===== src/rtl/gamma_pkg.sv =====
// ============================================================================
// Module  : gamma_pkg
// Brief   : Shared types and helpers for the gamma correction pipeline.
// Rev     : 1.0  initial release
// ============================================================================
`default_nettype none

package gamma_pkg;

    localparam int LUT_W = 8;

    typedef enum logic [0:0] {
        ST_INIT = 1'b0,
        ST_RUN  = 1'b1
    } state_e;

    // MSB-first bit replication of value[in_w-1:0] into out_w bits; truncates to
    // the top out_w bits when out_w < in_w. Result is right-aligned.
    function automatic logic [7:0] replicate(input logic [7:0] value,
                                             input int in_w,
                                             input int out_w);
        logic [7:0] res;
        res = '0;
        for (int i = 0; i < 8; i++) begin
            if (i < out_w) begin
                res[out_w - 1 - i] = value[in_w - 1 - (i % in_w)];
            end
        end
        return res;
    endfunction

endpackage

`default_nettype wire


===== src/rtl/gamma_lut_ram.sv =====
// ============================================================================
// Module  : gamma_lut_ram
// Brief   : One-channel synchronous LUT RAM, read-enable, read-before-write.
// Rev     : 1.0  initial release
// ============================================================================
`default_nettype none

module gamma_lut_ram #(
    parameter int ADDR_W = 5,
    parameter int DATA_W = 8
) (
    input  logic              clk,
    input  logic              we,
    input  logic [ADDR_W-1:0] waddr,
    input  logic [DATA_W-1:0] wdata,
    input  logic              re,
    input  logic [ADDR_W-1:0] raddr,
    output logic [DATA_W-1:0] rdata
);

    logic [DATA_W-1:0] mem [2**ADDR_W];
    logic [DATA_W-1:0] rdata_q;
    logic [DATA_W-1:0] rdata_d;

    always_comb begin
        rdata_d = mem[raddr];
    end

    // Both updates are non-blocking, so a same-address read returns the old word.
    always_ff @(posedge clk) begin
        if (we) begin
            mem[waddr] <= wdata;
        end
        if (re) begin
            rdata_q <= rdata_d;
        end
    end

    assign rdata = rdata_q;

endmodule

`default_nettype wire


===== src/rtl/gamma_pipe.sv =====
// ============================================================================
// Module  : gamma_pipe
// Brief   : Multi-channel 2-stage gamma LUT pipeline with per-pixel bypass.
// Rev     : 1.0  initial release
// ============================================================================
`default_nettype none

module gamma_pipe
    import gamma_pkg::*;
#(
    parameter int CHANNELS = 3,
    parameter int IN_BITS  = 5,
    parameter int OUT_BITS = 8
) (
    input  logic                         clk,
    input  logic                         reset_n,
    input  logic                         in_valid,
    output logic                         in_ready,
    input  logic [CHANNELS*IN_BITS-1:0]  in_pixel,
    input  logic                         in_bypass,
    output logic                         out_valid,
    input  logic                         out_ready,
    output logic [CHANNELS*OUT_BITS-1:0] out_pixel,
    input  logic                         lut_we,
    input  logic [CHANNELS-1:0]          lut_chan_mask,
    input  logic [IN_BITS-1:0]           lut_addr,
    input  logic [LUT_W-1:0]             lut_data,
    output logic                         lut_busy
);

    localparam logic [IN_BITS-1:0] LAST_ADDR = IN_BITS'((2**IN_BITS) - 1);

    state_e                       state_q, state_d;
    logic [IN_BITS-1:0]           fill_addr_q, fill_addr_d;
    logic                         s1_valid_q, s1_valid_d;
    logic                         s1_bypass_q, s1_bypass_d;
    logic [CHANNELS*IN_BITS-1:0]  s1_pixel_q, s1_pixel_d;
    logic                         out_valid_q, out_valid_d;
    logic [CHANNELS*OUT_BITS-1:0] out_pixel_q, out_pixel_d;

    logic                         stall;
    logic                         accept;
    logic [LUT_W-1:0]             fill_val;
    logic [CHANNELS-1:0]          ram_we;
    logic [IN_BITS-1:0]           ram_waddr;
    logic [LUT_W-1:0]             ram_wdata;
    logic [LUT_W-1:0]             rd_data [CHANNELS];
    logic [CHANNELS*OUT_BITS-1:0] result;

    assign stall     = out_valid_q && !out_ready;
    assign accept    = in_valid && in_ready;
    assign out_valid = out_valid_q;
    assign out_pixel = out_pixel_q;

    always_ff @(posedge clk or negedge reset_n) begin
        if (!reset_n) begin
            state_q     <= ST_INIT;
            fill_addr_q <= '0;
        end else begin
            state_q     <= state_d;
            fill_addr_q <= fill_addr_d;
        end
    end

    always_comb begin
        state_d     = state_q;
        fill_addr_d = fill_addr_q;
        case (state_q)
            ST_INIT: begin
                fill_addr_d = fill_addr_q + IN_BITS'(1);
                if (fill_addr_q == LAST_ADDR) begin
                    state_d = ST_RUN;
                end
            end
            ST_RUN:  state_d = ST_RUN;
            default: state_d = ST_INIT;
        endcase
    end

    always_comb begin
        fill_val                = '0;
        fill_val[IN_BITS-1:0]   = fill_addr_q;
    end

    // INIT owns the write port for the ramp fill; host writes are ignored there.
    always_comb begin
        lut_busy  = 1'b1;
        in_ready  = 1'b0;
        ram_we    = '0;
        ram_waddr = fill_addr_q;
        ram_wdata = replicate(fill_val, IN_BITS, LUT_W);
        case (state_q)
            ST_INIT: ram_we = '1;
            ST_RUN: begin
                lut_busy  = 1'b0;
                in_ready  = !stall;
                ram_we    = lut_we ? lut_chan_mask : '0;
                ram_waddr = lut_addr;
                ram_wdata = lut_data;
            end
            default: ;
        endcase
    end

    for (genvar c = 0; c < CHANNELS; c++) begin : g_chan
        logic [LUT_W-1:0] raw_ext;
        logic [LUT_W-1:0] byp_full;

        always_comb begin
            raw_ext              = '0;
            raw_ext[IN_BITS-1:0] = s1_pixel_q[c*IN_BITS +: IN_BITS];
        end

        assign byp_full = replicate(raw_ext, IN_BITS, OUT_BITS);
        assign result[c*OUT_BITS +: OUT_BITS] = s1_bypass_q ? byp_full[OUT_BITS-1:0]
                                                            : rd_data[c][LUT_W-1 -: OUT_BITS];

        gamma_lut_ram #(
            .ADDR_W (IN_BITS),
            .DATA_W (LUT_W)
        ) u_ram (
            .clk   (clk),
            .we    (ram_we[c]),
            .waddr (ram_waddr),
            .wdata (ram_wdata),
            .re    (!stall),
            .raddr (in_pixel[c*IN_BITS +: IN_BITS]),
            .rdata (rd_data[c])
        );
    end

    // The RAM read enable tracks !stall, so stage 1 and its RAM word freeze together.
    always_comb begin
        s1_valid_d  = s1_valid_q;
        s1_bypass_d = s1_bypass_q;
        s1_pixel_d  = s1_pixel_q;
        out_valid_d = out_valid_q;
        out_pixel_d = out_pixel_q;
        if (!stall) begin
            s1_valid_d  = accept;
            s1_bypass_d = in_bypass;
            s1_pixel_d  = in_pixel;
            out_valid_d = s1_valid_q;
            if (s1_valid_q) begin
                out_pixel_d = result;
            end
        end
    end

    always_ff @(posedge clk or negedge reset_n) begin
        if (!reset_n) begin
            s1_valid_q  <= 1'b0;
            s1_bypass_q <= 1'b0;
            s1_pixel_q  <= '0;
            out_valid_q <= 1'b0;
            out_pixel_q <= '0;
        end else begin
            s1_valid_q  <= s1_valid_d;
            s1_bypass_q <= s1_bypass_d;
            s1_pixel_q  <= s1_pixel_d;
            out_valid_q <= out_valid_d;
            out_pixel_q <= out_pixel_d;
        end
    end

endmodule

`default_nettype wire


===== config.mk =====
export PLATFORM = sky130hd
export DESIGN_NAME = gamma_pipe
export DESIGN_NICKNAME = d
export VERILOG_FILES = /design/src/rtl/gamma_pkg.sv /design/src/rtl/gamma_lut_ram.sv /design/src/rtl/gamma_pipe.sv
export SDC_FILE = /design/constraint.sdc
export NUM_CORES = 1
export LEC_CHECK = 0
export CAP_MARGIN = 20
export CORE_ASPECT_RATIO = 0.6
export CORE_UTILIZATION = 42
export DETAILED_ROUTE_END_ITERATION = 16
export HOLD_SLACK_MARGIN = 0.06
export PLACE_DENSITY_LB_ADDON = 0.08
export SYNTH_ARGS = -nofsm -noshare
export SYNTH_HDL_FRONTEND = slang
export SYNTH_SLANG_ARGS = --single-unit

===== constraint.sdc =====
create_clock -name clk -period 10.9 [get_ports clk]
set_clock_uncertainty 0.1 [all_clocks]
set_input_delay 3.27 -clock clk [delete_from_list [all_inputs] [get_ports clk]]
set_output_delay 3.27 -clock clk [all_outputs]
set_load 0.02 [all_outputs]

== Yosys cells after proc, flatten, opt, wreduce, memory -nomap -nowiden ==
Memory sizes are Yosys's and may differ from the RTL's. A register that Yosys moved wholly into a read port is not among the register bits.
Index checks and enable logic that the tools add are counted.
Cells by class
  add/subtract/negate cells: 1
  equality and inequality tests: 1
  multiplexer cells: 17
  bitwise operators: 2
  reduce and logical (&&, ||, !) cells: 8
Operator list (count)
  8-bit 2-to-1 mux: 4
  1-bit 2-to-1 mux: 9
  3-bit case mux with 2 select lines: 1
  5-bit by 1-bit adder with 5-bit output, second input constant: 1
  5-bit equality test, second input constant: 1
  1-bit logical NOT: 5
  5-bit 2-to-1 mux: 1
  3-bit 2-to-1 mux: 1
  1-bit logical AND: 2
  1-bit NOT: 2
  1-bit case mux with 2 select lines: 1
  2-bit AND reduction: 1
Storage, ports and cells
  register bits after elaboration: 48
  RAM bits: 768
  input port bits: 37
  output and inout port bits: 27
  logic and storage cells: 39
  memories kept: 3
Memory list
  g_chan[0].u_ram.mem: depth 32, width 8, rd ports 1, clocked after Yosys merged registers in 1, wr ports 1, RTL line gamma_lut_ram.sv:21  | logic [DATA_W-1:0] mem [2**ADDR_W];
  g_chan[1].u_ram.mem: depth 32, width 8, rd ports 1, clocked after Yosys merged registers in 1, wr ports 1, RTL line gamma_lut_ram.sv:21
  g_chan[2].u_ram.mem: depth 32, width 8, rd ports 1, clocked after Yosys merged registers in 1, wr ports 1, RTL line gamma_lut_ram.sv:21

== Depth between registers and ports, before layout ==
Gate-level depths: netlist of the first run.
  word-level depth: 5
  mapped depth: 6
  mapped depth without buffers: 4

== Modules after synthesis ==
A second synthesis of the first run with hierarchy kept.
Unflattened totals
  cells, all modules: 1459
  area total of the unflattened synthesis: 32723.9 sq um
Modules (own cells, without submodules)
  gamma_lut_ram: times used 3, cells each 417, area each 10133.5 sq um, sequential area each 7927.6 sq um
  gamma_pipe: times used 1, cells each 208, area each 2323.5 sq um, sequential area each 1201.2 sq um

== Least setup slack after synthesis of the first run ==
Ideal clock, no wire load.
  path kind: input to output
  start point: in out_ready
  end point: out in_ready
  data arrival time: 4.887 ns
  required time: 7.530 ns
  setup slack: 2.643 ns
  stages: 4
  path buffers: 2
  cells stage by stage: nand2b_1 -> clkbuf_1 -> buf_1 -> and2_1
Between the ends
  cells in the longest elaborated chain, start to end: 4
RTL lines
  start, declared: RTL line gamma_pipe.sv:22  | input logic out_ready,
  1-bit logical NOT: RTL line gamma_pipe.sv:50  | assign stall = out_valid_q && !out_ready;
  1-bit logical AND: RTL line gamma_pipe.sv:50
  1-bit logical NOT
  1-bit 2-to-1 mux: RTL line gamma_pipe.sv:92  | case (state_q)
  end, declared: RTL line gamma_pipe.sv:18  | output logic in_ready,
Every way passes these cells.

== Worst setup path after layout of the first run ==
Ends and elaborated chain as after synthesis.

==> results of run 1 <==
metal layers:
metal  up-vias  part of all wire (%)  track usage [%]  routed length (um)
li1       6523                     -                -                   -
met5         -                     0                0                   0
met2       445                    43            28.65               34240
met1      8518                    50            33.73               39630
met3        90                   6.1            4.007                4863
met4         0                   1.6            4.149                1285
worst reg2reg max path, cell delays in order (launching register included):
cell and delay, ps:
dfrtp_1 320, buf_4 320, clkinv_1 400, o32a_1 440
buf_4 290, nor3_1 760, buf_4 270
cells by family (layout without fill, tap and decap cells):
family                   count (synthesis)  count (layout)
buffers and inverters                  102             338
multiplexers                           310             310
adder cells (fa/ha/maj)                  2               2
AND/OR/NAND/NOR                        136             136
XOR/XNOR                                 3               3
AO/OA/AOI/OAI                           65              65
flip-flops                             840             840
state kept, by name, indices dropped and copies added, names as in the netlist:
register	count
s1_bypass_q	1
g_chan.u_ram.rdata	24
out_pixel	24
out_valid	1
state_q	1
fill_addr_q	5
g_chan.u_ram.mem	768
s1_pixel_q	15
s1_valid_q	1
where the power goes:
part / switching [uW] / internal, uW
Sequential: 32.4 / 3590
Combinational: 311 / 217
Clock: 1180 / 1490
Total: 1520 / 5300
layout make-up:
class	count	area [um^2]	area share, %
clock buffer	105	2157	5.702
clock inverter	36	274.0	0.7243
inverter	4	15.01	0.03969
multi-input combinational	516	7403	19.57
sequential	840	24990	66.04
tap	1040	1301	3.440
timing repair buffer	193	1697	4.485
cell usage in the layout, fill, tap and decap left out, drive strengths merged, types with 3 or more instances in the layout:
cell | netlist | routed
edfxtp | 792 | 792
mux4 | 240 | 240
buf | 45 | 137
clkbuf | 53 | 105
nor3 | 91 | 91
clkdlybuf4s50 | 0 | 56
a21oi | 51 | 51
dfrtp | 48 | 48
mux2 | 44 | 44
clkinv | 1 | 32
mux2i | 26 | 26
nand2 | 21 | 21
o21ai | 10 | 10
nor4 | 6 | 6
bufinv | 0 | 4
inv | 3 | 4
and3b | 3 | 3
nor2 | 3 | 3
nor3b | 3 | 3
xnor2 | 3 | 3
through the flow:
stage,cell area (um^2),setup WS (ps),instances
after detailed placement,35230,2920,2586
after CTS,37660,2921,2727
after global placement,35200,2940,2582
after global routing,37830,2875,2734
final,37830,2928,2734
after floorplan,32750,2643,1458
worst paths after layout:
kind | slack [ps] | endpoint | from
max in group asynchronous | 7410 | s1_bypass_q | reset_n
hold / removal | 410 | s1_pixel_q[1] | s1_pixel_q[1]
setup reg to reg | 7700 | g_chan[1].u_ram.mem[18][5] | state_q
setup / recovery | 2930 | in_ready | out_ready
min in group asynchronous | 2690 | out_pixel[5] | reset_n
hold reg to reg | 410 | s1_pixel_q[1] | s1_pixel_q[1]
==> impl_metrics.env, run 1 <==
export IMPL_die_h_um=218.3
export IMPL_grt_pass1_wl_um=114600
export IMPL_syn_instance_count=1458
export IMPL_cts_root_buf="clkbuf_16"
export IMPL_vias_per_cell=5.697
export IMPL_diodes=0
export IMPL_numCtsBuffers=78
export IMPL_place_hpwl_um=46680
export IMPL_synth_common_cells="edfxtp_1 (792), mux4_2 (240), nor3_1 (91)"
export IMPL_power_density_mw_per_mm2=180.2
export IMPL_crit_family="buffers and inverters"
export IMPL_fin_util_pct=49.57
export IMPL_worst_pin_slew_ps=1120
export IMPL_ctsResizeCount=0
export IMPL_fmax_mhz=125.4
export IMPL_setup_tns_ps=0
export IMPL_critPathKind="input port to primary output"
export IMPL_area_growth_pct=15.52
export IMPL_yosysTopAreaCell="edfxtp_1"
export IMPL_hold_path_depth=1
export IMPL_vias=15576
export IMPL_clk_transition_reported_paths_ps=60
export IMPL_synth_compound_area_share_pct=1.039
export IMPL_synth_xor_xnor_area_share_pct=0.08023
export IMPL_core_area_mm2=0.07632
export IMPL_synth_top_family_by_area="multiplexers"
export IMPL_hold_path_class="flop to flop"
export IMPL_ir_worst_vdd_v=0.0001086
export IMPL_worst_ep_arrival_time_ps=4600
export IMPL_die_area_mm2=0.07913
export IMPL_synthMuxAreaShare_pct=18.81
export IMPL_drive_above_1_share_pct=32.70
export IMPL_fin_crit_ps=7972
export IMPL_syn_area_per_cell_um2=22.46
export IMPL_hold_ws_ps=406.4
export IMPL_grt_usage_pct=20.70
export IMPL_maxSlewHeadroom_pct=25.33
export IMPL_fin_nets=1672
export IMPL_clk_latency_ps=620
export IMPL_ys_ff_latch=840
export IMPL_wl_um=80020
export IMPL_place_gp_congestion=0.7407
export IMPL_start_kind="input port"
export IMPL_synth_nets=1497
export IMPL_hold_viol_final=0
export IMPL_clock_sinks=840
export IMPL_yosys_warnings=0
export IMPL_synth_top_area_share_pct=72.62
export IMPL_port_buffer_count=63
export IMPL_drc=0
export IMPL_die_x_um=362.5
export IMPL_ant_nets=0
export IMPL_leakage_uw=0.01206
export IMPL_critPathSlowestCell="clkdlybuf4s50_1"
export IMPL_ys_seq_area_share_pct=76.29
export IMPL_crit_path_frequent_cell="clkdlybuf4s50_1"
export IMPL_syn_area_mm2=0.03275
export IMPL_worstRegToRegCells=6
export IMPL_netlist_top_cells_area="edfxtp_1 (73%), mux4_2 (17%), dfrtp_1 (3.7%)"
export IMPL_antenna_found_initial=6
export IMPL_start_util_pct=42.91
export IMPL_worstPathMaxFanout=6
export IMPL_crit_path_cell_trace="clkdlybuf4s50_1 -> nand2b_4 -> and2_1 -> clkdlybuf4s50_1"
export IMPL_path_buf_inv=2
export IMPL_clk_path_buf_depth=3
export IMPL_grt_overflow=0
export IMPL_setup_viol_count_final=0
export IMPL_rows=78
export IMPL_synthAdderAreaFrac_pct=0.07641
export IMPL_synthFlopType="edfxtp_1"
export IMPL_crit_path_end_kind="primary output"
export IMPL_p_total_uw=6816
export IMPL_synthDistinctLibCells=32
export IMPL_async_flop_share_pct=5.714
export IMPL_htreeDepth=3
export IMPL_max_stage_delay_ps=600
export IMPL_ios=64
export IMPL_finalCritPeriodShare_pct=73.14
export IMPL_status="finished, final reports clean"
export IMPL_grt_max_degree=97
export IMPL_synth_most_common_cell="edfxtp_1"
export IMPL_fillers=6220
export IMPL_grt_pass1_vias=15677
export IMPL_rsz0062_at_grt="no"
export IMPL_crit_cells=4
export IMPL_yosys_area_share_simple_pct=2.098
export IMPL_cts_setup_buffers=0
export IMPL_synth_edf_count=792
export IMPL_cts_hold_buf=0
export IMPL_maxCapViolCount=0
export IMPL_maxSlewViolCount=0
export IMPL_wire_per_inst_um=29.27
export IMPL_first_pass_iters=5
export IMPL_tritoncts="yes"
export IMPL_drtIter0Drc=1768
export IMPL_cp_data_required_time_ps=7530
Power figures use the tool's default switching activity.
==> run 2, diff against run 1 <==
==> constraint.sdc (replaced) <==
create_clock -name clk -period 7.2 [get_ports clk]
set_clock_uncertainty 0.1 [all_clocks]
set_input_delay 2.16 -clock clk [delete_from_list [all_inputs] [get_ports clk]]
set_output_delay 2.16 -clock clk [all_outputs]
set_load 0.02 [all_outputs]
==> impl_metrics.env, run 2 (synthesized netlist as in run 1, its figures left out) <==
export IMPL_status="finished, final reports clean"
export IMPL_vias=15733
export IMPL_rows=78
export IMPL_ios=64
export IMPL_place_hpwl_um=48640
export IMPL_grt_overflow=0
export IMPL_drtIter0Drc=1951
export IMPL_hold_ws_ps=412.0
export IMPL_setup_viol_count_final=0
export IMPL_cp_data_required_time_ps=4940
export IMPL_fin_crit_ps=5906
export IMPL_drive_above_1_share_pct=33.24
export IMPL_maxSlewHeadroom_pct=28.54
export IMPL_grt_pass1_wl_um=117000
export IMPL_ir_worst_vdd_v=0.0001566
export IMPL_setup_slack_ps=1294
export IMPL_start_util_pct=42.91
export IMPL_start_kind="input port"
export IMPL_clk_latency_ps=630
export IMPL_hold_viol_final=0
export IMPL_clock_sinks=840
export IMPL_critPathKind="input port to primary output"
export IMPL_worst_pin_slew_ps=1062
export IMPL_htreeDepth=3
export IMPL_die_area_mm2=0.07913
export IMPL_cts_hold_buf=0
export IMPL_wl_um=81100
export IMPL_hold_path_class="flop to flop"
export IMPL_clk_transition_reported_paths_ps=60
export IMPL_postLayoutCellArea_mm2=0.03806
export IMPL_place_gp_congestion=0.7542
export IMPL_clk_path_buf_depth=3
export IMPL_finalCritPeriodShare_pct=82.03
export IMPL_first_pass_iters=5
export IMPL_top_register="g_chan.u_ram.mem"
export IMPL_die_x_um=362.5
export IMPL_power_density_mw_per_mm2=277.8
export IMPL_crit_path_end_kind="primary output"
export IMPL_maxCapViolCount=0
export IMPL_wire_per_inst_um=29.60
export IMPL_worst_ep_arrival_time_ps=3650
export IMPL_antenna_found_initial=3
export IMPL_ctsResizeCount=0
export IMPL_worstPathMaxFanout=18
export IMPL_die_h_um=218.3
export IMPL_vias_per_cell=5.742
export IMPL_maxSlewViolCount=0
export IMPL_numCtsBuffers=80
export IMPL_fmax_mhz=169.3
export IMPL_ant_nets=0
export IMPL_grt_usage_pct=21.01
export IMPL_fin_util_pct=49.87
export IMPL_dpl_worst_slack_ps=1268
export IMPL_largest_reg_flops=768
export IMPL_cts_root_buf="clkbuf_16"
export IMPL_placed_area_mm2=0.03525
export IMPL_grt_max_degree=97
export IMPL_rsz0062_at_grt="no"
export IMPL_cts_setup_buffers=0
export IMPL_final_common_cell="edfxtp_1"
export IMPL_tritoncts="yes"
export IMPL_setup_tns_ps=0
export IMPL_core_area_mm2=0.07632
export IMPL_leakage_uw=0.01215
export IMPL_port_buffer_count=63
export IMPL_area_growth_pct=16.22
export IMPL_fin_nets=1672
export IMPL_grt_pass1_vias=15765
export IMPL_drc=0
export IMPL_diodes=0
export IMPL_final_cell_mix="edfxtp_1 (792), mux4_2 (240), buf_4 (116)"
## run 2: cell types whose count changed in the layout (fill, tap and decap cells not counted), moves of 5 or more
cell / delta
buf_2: +7
clkinv_1: +5
buf_4: -10
clkbuf_1: -7
## run 2: layout make-up
type	count	area, um^2
fillers	6186	38260
clock buffers	99	2190
inverters	4	15.01
well taps	1040	1301
flip-flops and latches	840	24990
clock inverters	50	452.9
multi-input cells	516	7446
repair buffers	191	1672
## run 2: worst max-delay path, cell delays in order
cell,delay [ps]
clkdlybuf4s50_1,450
nand2b_4,270
and2_1,170
clkdlybuf4s50_1,590
## run 2: path summary, 6_finish.rpt
kind	start	end	slack [ps]	depth (start not counted)
setup / recovery	out_ready	in_ready	1290	4
hold / removal	s1_pixel_q[10]	s1_pixel_q[10]	410	1
setup reg to reg	state_q	g_chan[0].u_ram.mem[14][6]	3950	6
hold reg to reg	s1_pixel_q[10]	s1_pixel_q[10]	410	1
max in group asynchronous	reset_n	s1_bypass_q	4810	2
min in group asynchronous	reset_n	out_pixel[0]	1600	2
## run 2: report_power, final
group | leakage, uW | internal, uW | total (uW) | switching [uW]
Clock | 0.00128 | 2450 | 4270 | 1820
Combinational | 0.00316 | 330 | 803 | 473
Sequential | 0.00770 | 5440 | 5500 | 56.1
Total | 0.0121 | 8220 | 10600 | 2350
## run 2: stage by stage
step | cells | power (uW)
4_1_cts | 2731 | 10670
5_1_grt | 2740 | 10920
2_1_floorplan | 1458 | 6042
3_3_place_gp | 2571 | 6402
3_5_place_dp | 2582 | 6411
6_report | 2740 | 10580
## run 2: metal layers
| metal | vias to the layer above | track usage, % | routed length [um] |
|---|---|---|---|
| met4 | 0 | 4.838 | 1371 |
| met3 | 93 | 5.070 | 5296 |
| met2 | 435 | 27.81 | 33540 |
| met5 | - | 0 | 0 |
| li1 | 6551 | - | - |
| met1 | 8654 | 34.44 | 40890 |
==> run 3, diff against run 2 <==
==> constraint.sdc (replaced) <==
create_clock -name clk -period 6.1 [get_ports clk]
set_clock_uncertainty 0.1 [all_clocks]
set_input_delay 1.83 -clock clk [delete_from_list [all_inputs] [get_ports clk]]
set_output_delay 1.83 -clock clk [all_outputs]
set_load 0.02 [all_outputs]
==> impl_metrics.env, run 3 (synthesized netlist as in run 1, its figures left out) <==
export IMPL_tritoncts="yes"
export IMPL_ctsResizeCount=0
export IMPL_crit_family="buffers and inverters"
export IMPL_start_util_pct=42.91
export IMPL_dpl_worst_slack_ps=1033
export IMPL_worstPathMaxFanout=2
export IMPL_fmax_mhz=197.0
export IMPL_use_met1_pct=32.98
export IMPL_wl_um=80550
export IMPL_cts_root_buf="clkbuf_16"
export IMPL_vias=15602
export IMPL_hold_path_depth=1
export IMPL_ant_nets=0
export IMPL_grt_overflow=0
export IMPL_power_density_mw_per_mm2=323.4
export IMPL_fin_nets=1685
export IMPL_leakage_uw=0.01218
export IMPL_min_from="s1_pixel_q[5]"
export IMPL_place_hpwl_um=48400
export IMPL_clk_latency_ps=620
export IMPL_final_cell_mix="edfxtp_1 (792), mux4_2 (240), buf_4 (130)"
export IMPL_grtUsageMet2_pct=28.76
export IMPL_grt_pass1_wl_um=115500
export IMPL_port_buffer_count=63
export IMPL_hold_ws_ps=409.0
export IMPL_setup_viol_count_final=0
export IMPL_ios=64
export IMPL_clk_transition_reported_paths_ps=60
export IMPL_final_common_cell="edfxtp_1"
export IMPL_maxSlewViolCount=0
export IMPL_htreeDepth=3
export IMPL_die_h_um=218.3
export IMPL_max_stage_delay_ps=610
export IMPL_ir_worst_vdd_v=0.0002088
export IMPL_clock_sinks=840
export IMPL_clk_path_buf_depth=3
export IMPL_numCtsBuffers=80
export IMPL_drtIter0Drc=1698
export IMPL_antenna_found_initial=4
export IMPL_area_growth_pct=16.27
export IMPL_wire_per_inst_um=29.28
export IMPL_die_x_um=362.5
export IMPL_largest_reg_flops=768
export IMPL_crit_path_frequent_cell="clkdlybuf4s50_1"
export IMPL_crit_cells=4
export IMPL_status="finished, final reports clean"
export IMPL_critPathKind="input port to primary output"
export IMPL_core_area_mm2=0.07632
export IMPL_drive_above_1_share_pct=32.69
export IMPL_grt_usage_pct=20.84
export IMPL_hold_path_class="flop to flop"
export IMPL_rsz0062_at_grt="no"
export IMPL_worst_ep_arrival_time_ps=3140
export IMPL_setup_tns_ps=0
export IMPL_fillers=6175
export IMPL_cp_data_required_time_ps=4170
export IMPL_grt_util_met3_pct=5.160
export IMPL_grt_max_degree=97
export IMPL_start_kind="input port"
export IMPL_grt_busiest_layer="met1"
export IMPL_worstRegToRegCells=6
export IMPL_path_buf_inv=2
export IMPL_first_pass_iters=5
export IMPL_setup_slack_ps=1025
export IMPL_setup_worst_path_start="out_ready"
export IMPL_top_register="g_chan.u_ram.mem"
export IMPL_vias_per_cell=5.671
export IMPL_drc=0
export IMPL_cts_hold_buf=0
export IMPL_critPathSlowestCell="clkdlybuf4s50_1"
export IMPL_hold_viol_final=0
export IMPL_grt_pass1_vias=15728
export IMPL_worst_pin_slew_ps=1104
export IMPL_rows=78
export IMPL_r2r_start="state_q"
export IMPL_crit_path_cell_trace="clkdlybuf4s50_1 -> nand2b_4 -> and2_1 -> clkdlybuf4s50_1"
export IMPL_fin_crit_ps=5075
export IMPL_maxSlewHeadroom_pct=26.41
export IMPL_maxCapViolCount=0
export IMPL_p_total_uw=12320
export IMPL_crit_path_end_kind="primary output"
export IMPL_cts_setup_buffers=0
export IMPL_die_area_mm2=0.07913
export IMPL_finalCritPeriodShare_pct=83.20
export IMPL_place_gp_congestion=0.7507
## run 3: changes by cell type in the layout (fill, tap and decap cells not counted), moves of 4 or more
| cell | before | now |
|---|---|---|
| clkbuf_1 | 13 | 30 |
| buf_4 | 116 | 130 |
| nor3_1 | 83 | 91 |
| nor3_2 | 8 | 0 |
| clkinv_1 | 22 | 15 |
| buf_2 | 11 | 5 |
| clkinv_2 | 12 | 8 |
| clkinvlp_4 | 4 | 0 |
## run 3: worst reg2reg max path: stages (launching register included)
cell      delay [ps]
dfrtp_1          420
buf_4            330
clkinv_1         380
o32a_1           440
buf_4            320
nor3_1           700
buf_4            260
## run 3: worst paths after layout
kind | end | slack (ps)
worst min-delay path | s1_pixel_q[5] | 410
worst min register to register | s1_pixel_q[5] | 410
worst max register to register | g_chan[2].u_ram.mem[10][5] | 2880
max in group asynchronous | s1_bypass_q | 4060
min in group asynchronous | out_pixel[1] | 1260
worst max-delay path | in_ready | 1030
## run 3: report_power, final
part / internal (uW) / switching (uW) / total [uW] / leakage, uW
sequential: 6420 / 62.1 / 6490 / 0.00770
clock: 2790 / 2080 / 4870 / 0.00123
combinational: 396 / 561 / 957 / 0.00324
total: 9610 / 2710 / 12300 / 0.0122
## run 3: through the flow
stage,cells,area (um^2),utilization [%]
floorplan,1458,32750,-
global placement,2593,35320,46.28
detailed placement,2597,35400,46.39
CTS,2743,37930,49.70
global route,2750,38080,49.89
finish,2751,38080,49.89
## run 3: routing by layer
layer / routed length (um) / up-vias
li1: - / 6538
met5: 0 / -
met1: 38910 / 8484
met4: 1365 / 0
met2: 34200 / 488
met3: 6077 / 92
## run 3: layout make-up
type	count	area, um^2	area share [%]
clock inverters	29	260.3	0.6835
flip-flops and latches	840	24990	65.62
repair buffers	204	1863	4.893
diodes	1	2.502	0.006572
well taps	1040	1301	3.417
inverters	4	15.01	0.03943
clock buffers	117	2267	5.954
multi-input cells	516	7383	19.39
==> RTL edit, RTL diff (config.mk and constraints of run 2) <==
Set the parameter `IN_BITS` to 6 (it was 5).
--- a/src/rtl/gamma_pipe.sv
+++ b/src/rtl/gamma_pipe.sv
@@ -9,7 +9,7 @@
     import gamma_pkg::*;
 #(
     parameter int CHANNELS = 3,
-    parameter int IN_BITS  = 5,
+    parameter int IN_BITS  = 6,
     parameter int OUT_BITS = 8
 ) (
     input  logic                         clk,
Ports: changed (resized in_pixel and lut_addr); port bits go from 64 to 68. The function was not compared with the original's and may differ.
==> RTL edit against run 2 <==
  * Design area grew 85%
  * Global-route usage grew 0.43 points
  * Total power grew 76%
  * Utilization shrank 2.2 points
  * Synthesized cell count grew 100%
  * Routed wire length grew 96%
  * Setup slack gained 0.23 ns
  * Critical path type unchanged
  * Synthesized area grew 91%
  * First-iteration DRC count grew 61%
  * Sequential cell count grew 772
  * Via count grew 89%
  * Hold slack lost 0.019 ns
==> RTL edit: results (changes against run 2) <==
outcome=finished clean; DP HPWL=99300 microns (+100%); worst r2r dst=g_chan[1].u_ram.mem[23][6]$_DFFE_PP_; Vias per Instance=5.77 (+0.55%); EDFF count, synth=1560 (+97%); largest net degree at the start of global routing=193 (+99%); share of layout cells above drive strength 1=0.238 (-0.0945); htree depth=4 (+1); post-synthesis compound-gate area fraction=0.0222 (+0.0118); switching pwr=0.00389 W (+65%); worst hold endpoint=s1_pixel_q[9]$_DFFE_PN0N_; flop2flop setup slack=3.64 ns (-0.31 ns); Critical Path AT=3.42 ns (-0.23 ns); hold_sp=s1_pixel_q[9]$_DFFE_PN0N_; GPL Wtd Cong=0.866 (+15%); placed instance count=4880 (+89%); VDD IR max=229 uV (+46%); wire per inst=30.8 microns (+4.1%); Post-Place Setup Slack=1.52 ns (+0.252 ns); vias in the first global route=30400 (+93%); total track usage=0.214 (+0.00426); post-synthesis async set-or-reset flop share=0.0323 (-0.0249); WHS Path Cells=2 (+1); nets=3078 (+84%); Clk Latency, worst-skew pair=0.80 ns (+0.17 ns); multiplexer share of the synthesized area=0.168 (-0.0203); worst-path fanout max=2 (-16); CTS buffer count=152 (+90%); P_leak=21.0 nW (+73%); Synth Area in XOR/XNOR=0.000699 (-0.000103); DP Area=65600 sq um (+86%); first-pass GRT wire length=229000 microns (+95%); Starting DRT DRC Count=3140 (+61%); register area share after synthesis=0.769 (+0.00597); WL final=159000 microns (+96%); Avg Inst Size Synth=21.4 sq um (-4.7%); Worst Max-Slew Pin Slew=1.21 ns (+0.148 ns)
## RTL edit: changes by cell type in the layout (fill, tap and decap cells not counted), sizes merged, moves of 15 or more
cell    change
nand2      +80
a211oi     +27
nor3       -87
o22ai      +40
nand2b     +16
nor2      +237
a21oi      -15
clkinv     +17
mux2i      +46
nor2b      +15
edfxtp    +768
buf        -71
clkbuf    +103
mux4      +172
## RTL edit: power by group through the flow
stage	Sequential, W	Combinational (W)	Clock (W)
6_report	0.0102	0.000569	0.00785
3_3_place_gp	0.0104	0.000574	0
2_1_floorplan	0.0104	0.000384	0
5_1_grt	0.0102	0.000604	0.00836
4_1_cts	0.0102	0.000577	0.00801
3_5_place_dp	0.0104	0.000575	0
## RTL edit: final cells by class
class / count / area (sq um)
Antenna cell: 1 / 2.50
Fill cell: 12100 / 77200
Clock inverter: 76 / 676
Inverter: 6 / 22.5
Tap cell: 1998 / 2500
Multi-Input combinational cell: 1142 / 13700
Timing Repair Buffer: 122 / 1230
Clock buffer: 199 / 4100
Sequential cell: 1612 / 48100
## RTL edit: worst max-delay path by stage
stage / start / end / slack [ns] / cells past startpoint
final: out_ready / in_ready / 1.52 / 4
after global routing: out_ready / in_ready / 1.49 / 4
after CTS: out_ready / in_ready / 1.51 / 4
after detailed placement: out_ready / in_ready / 1.52 / 4
after global placement: out_ready / in_ready / 1.48 / 4
after floorplan: lut_data[3] / g_chan[0].u_ram.mem[0][3]$_DFFE_PP_ / 1.94 / 2
## RTL edit: worst max-delay path: stages
cell and delay (ns):
clkdlybuf4s50_1 0.50, nor2b_4 0.05, nor2_1 0.09, clkdlybuf4s50_1 0.61
## RTL edit: per-layer routing
layer | part of all wire | track usage
met1 | 0.49 | 0.340
met2 | 0.43 | 0.302
met3 | 0.064 | 0.0458
met4 | 0.016 | 0.0469
met5 | 0 | 0
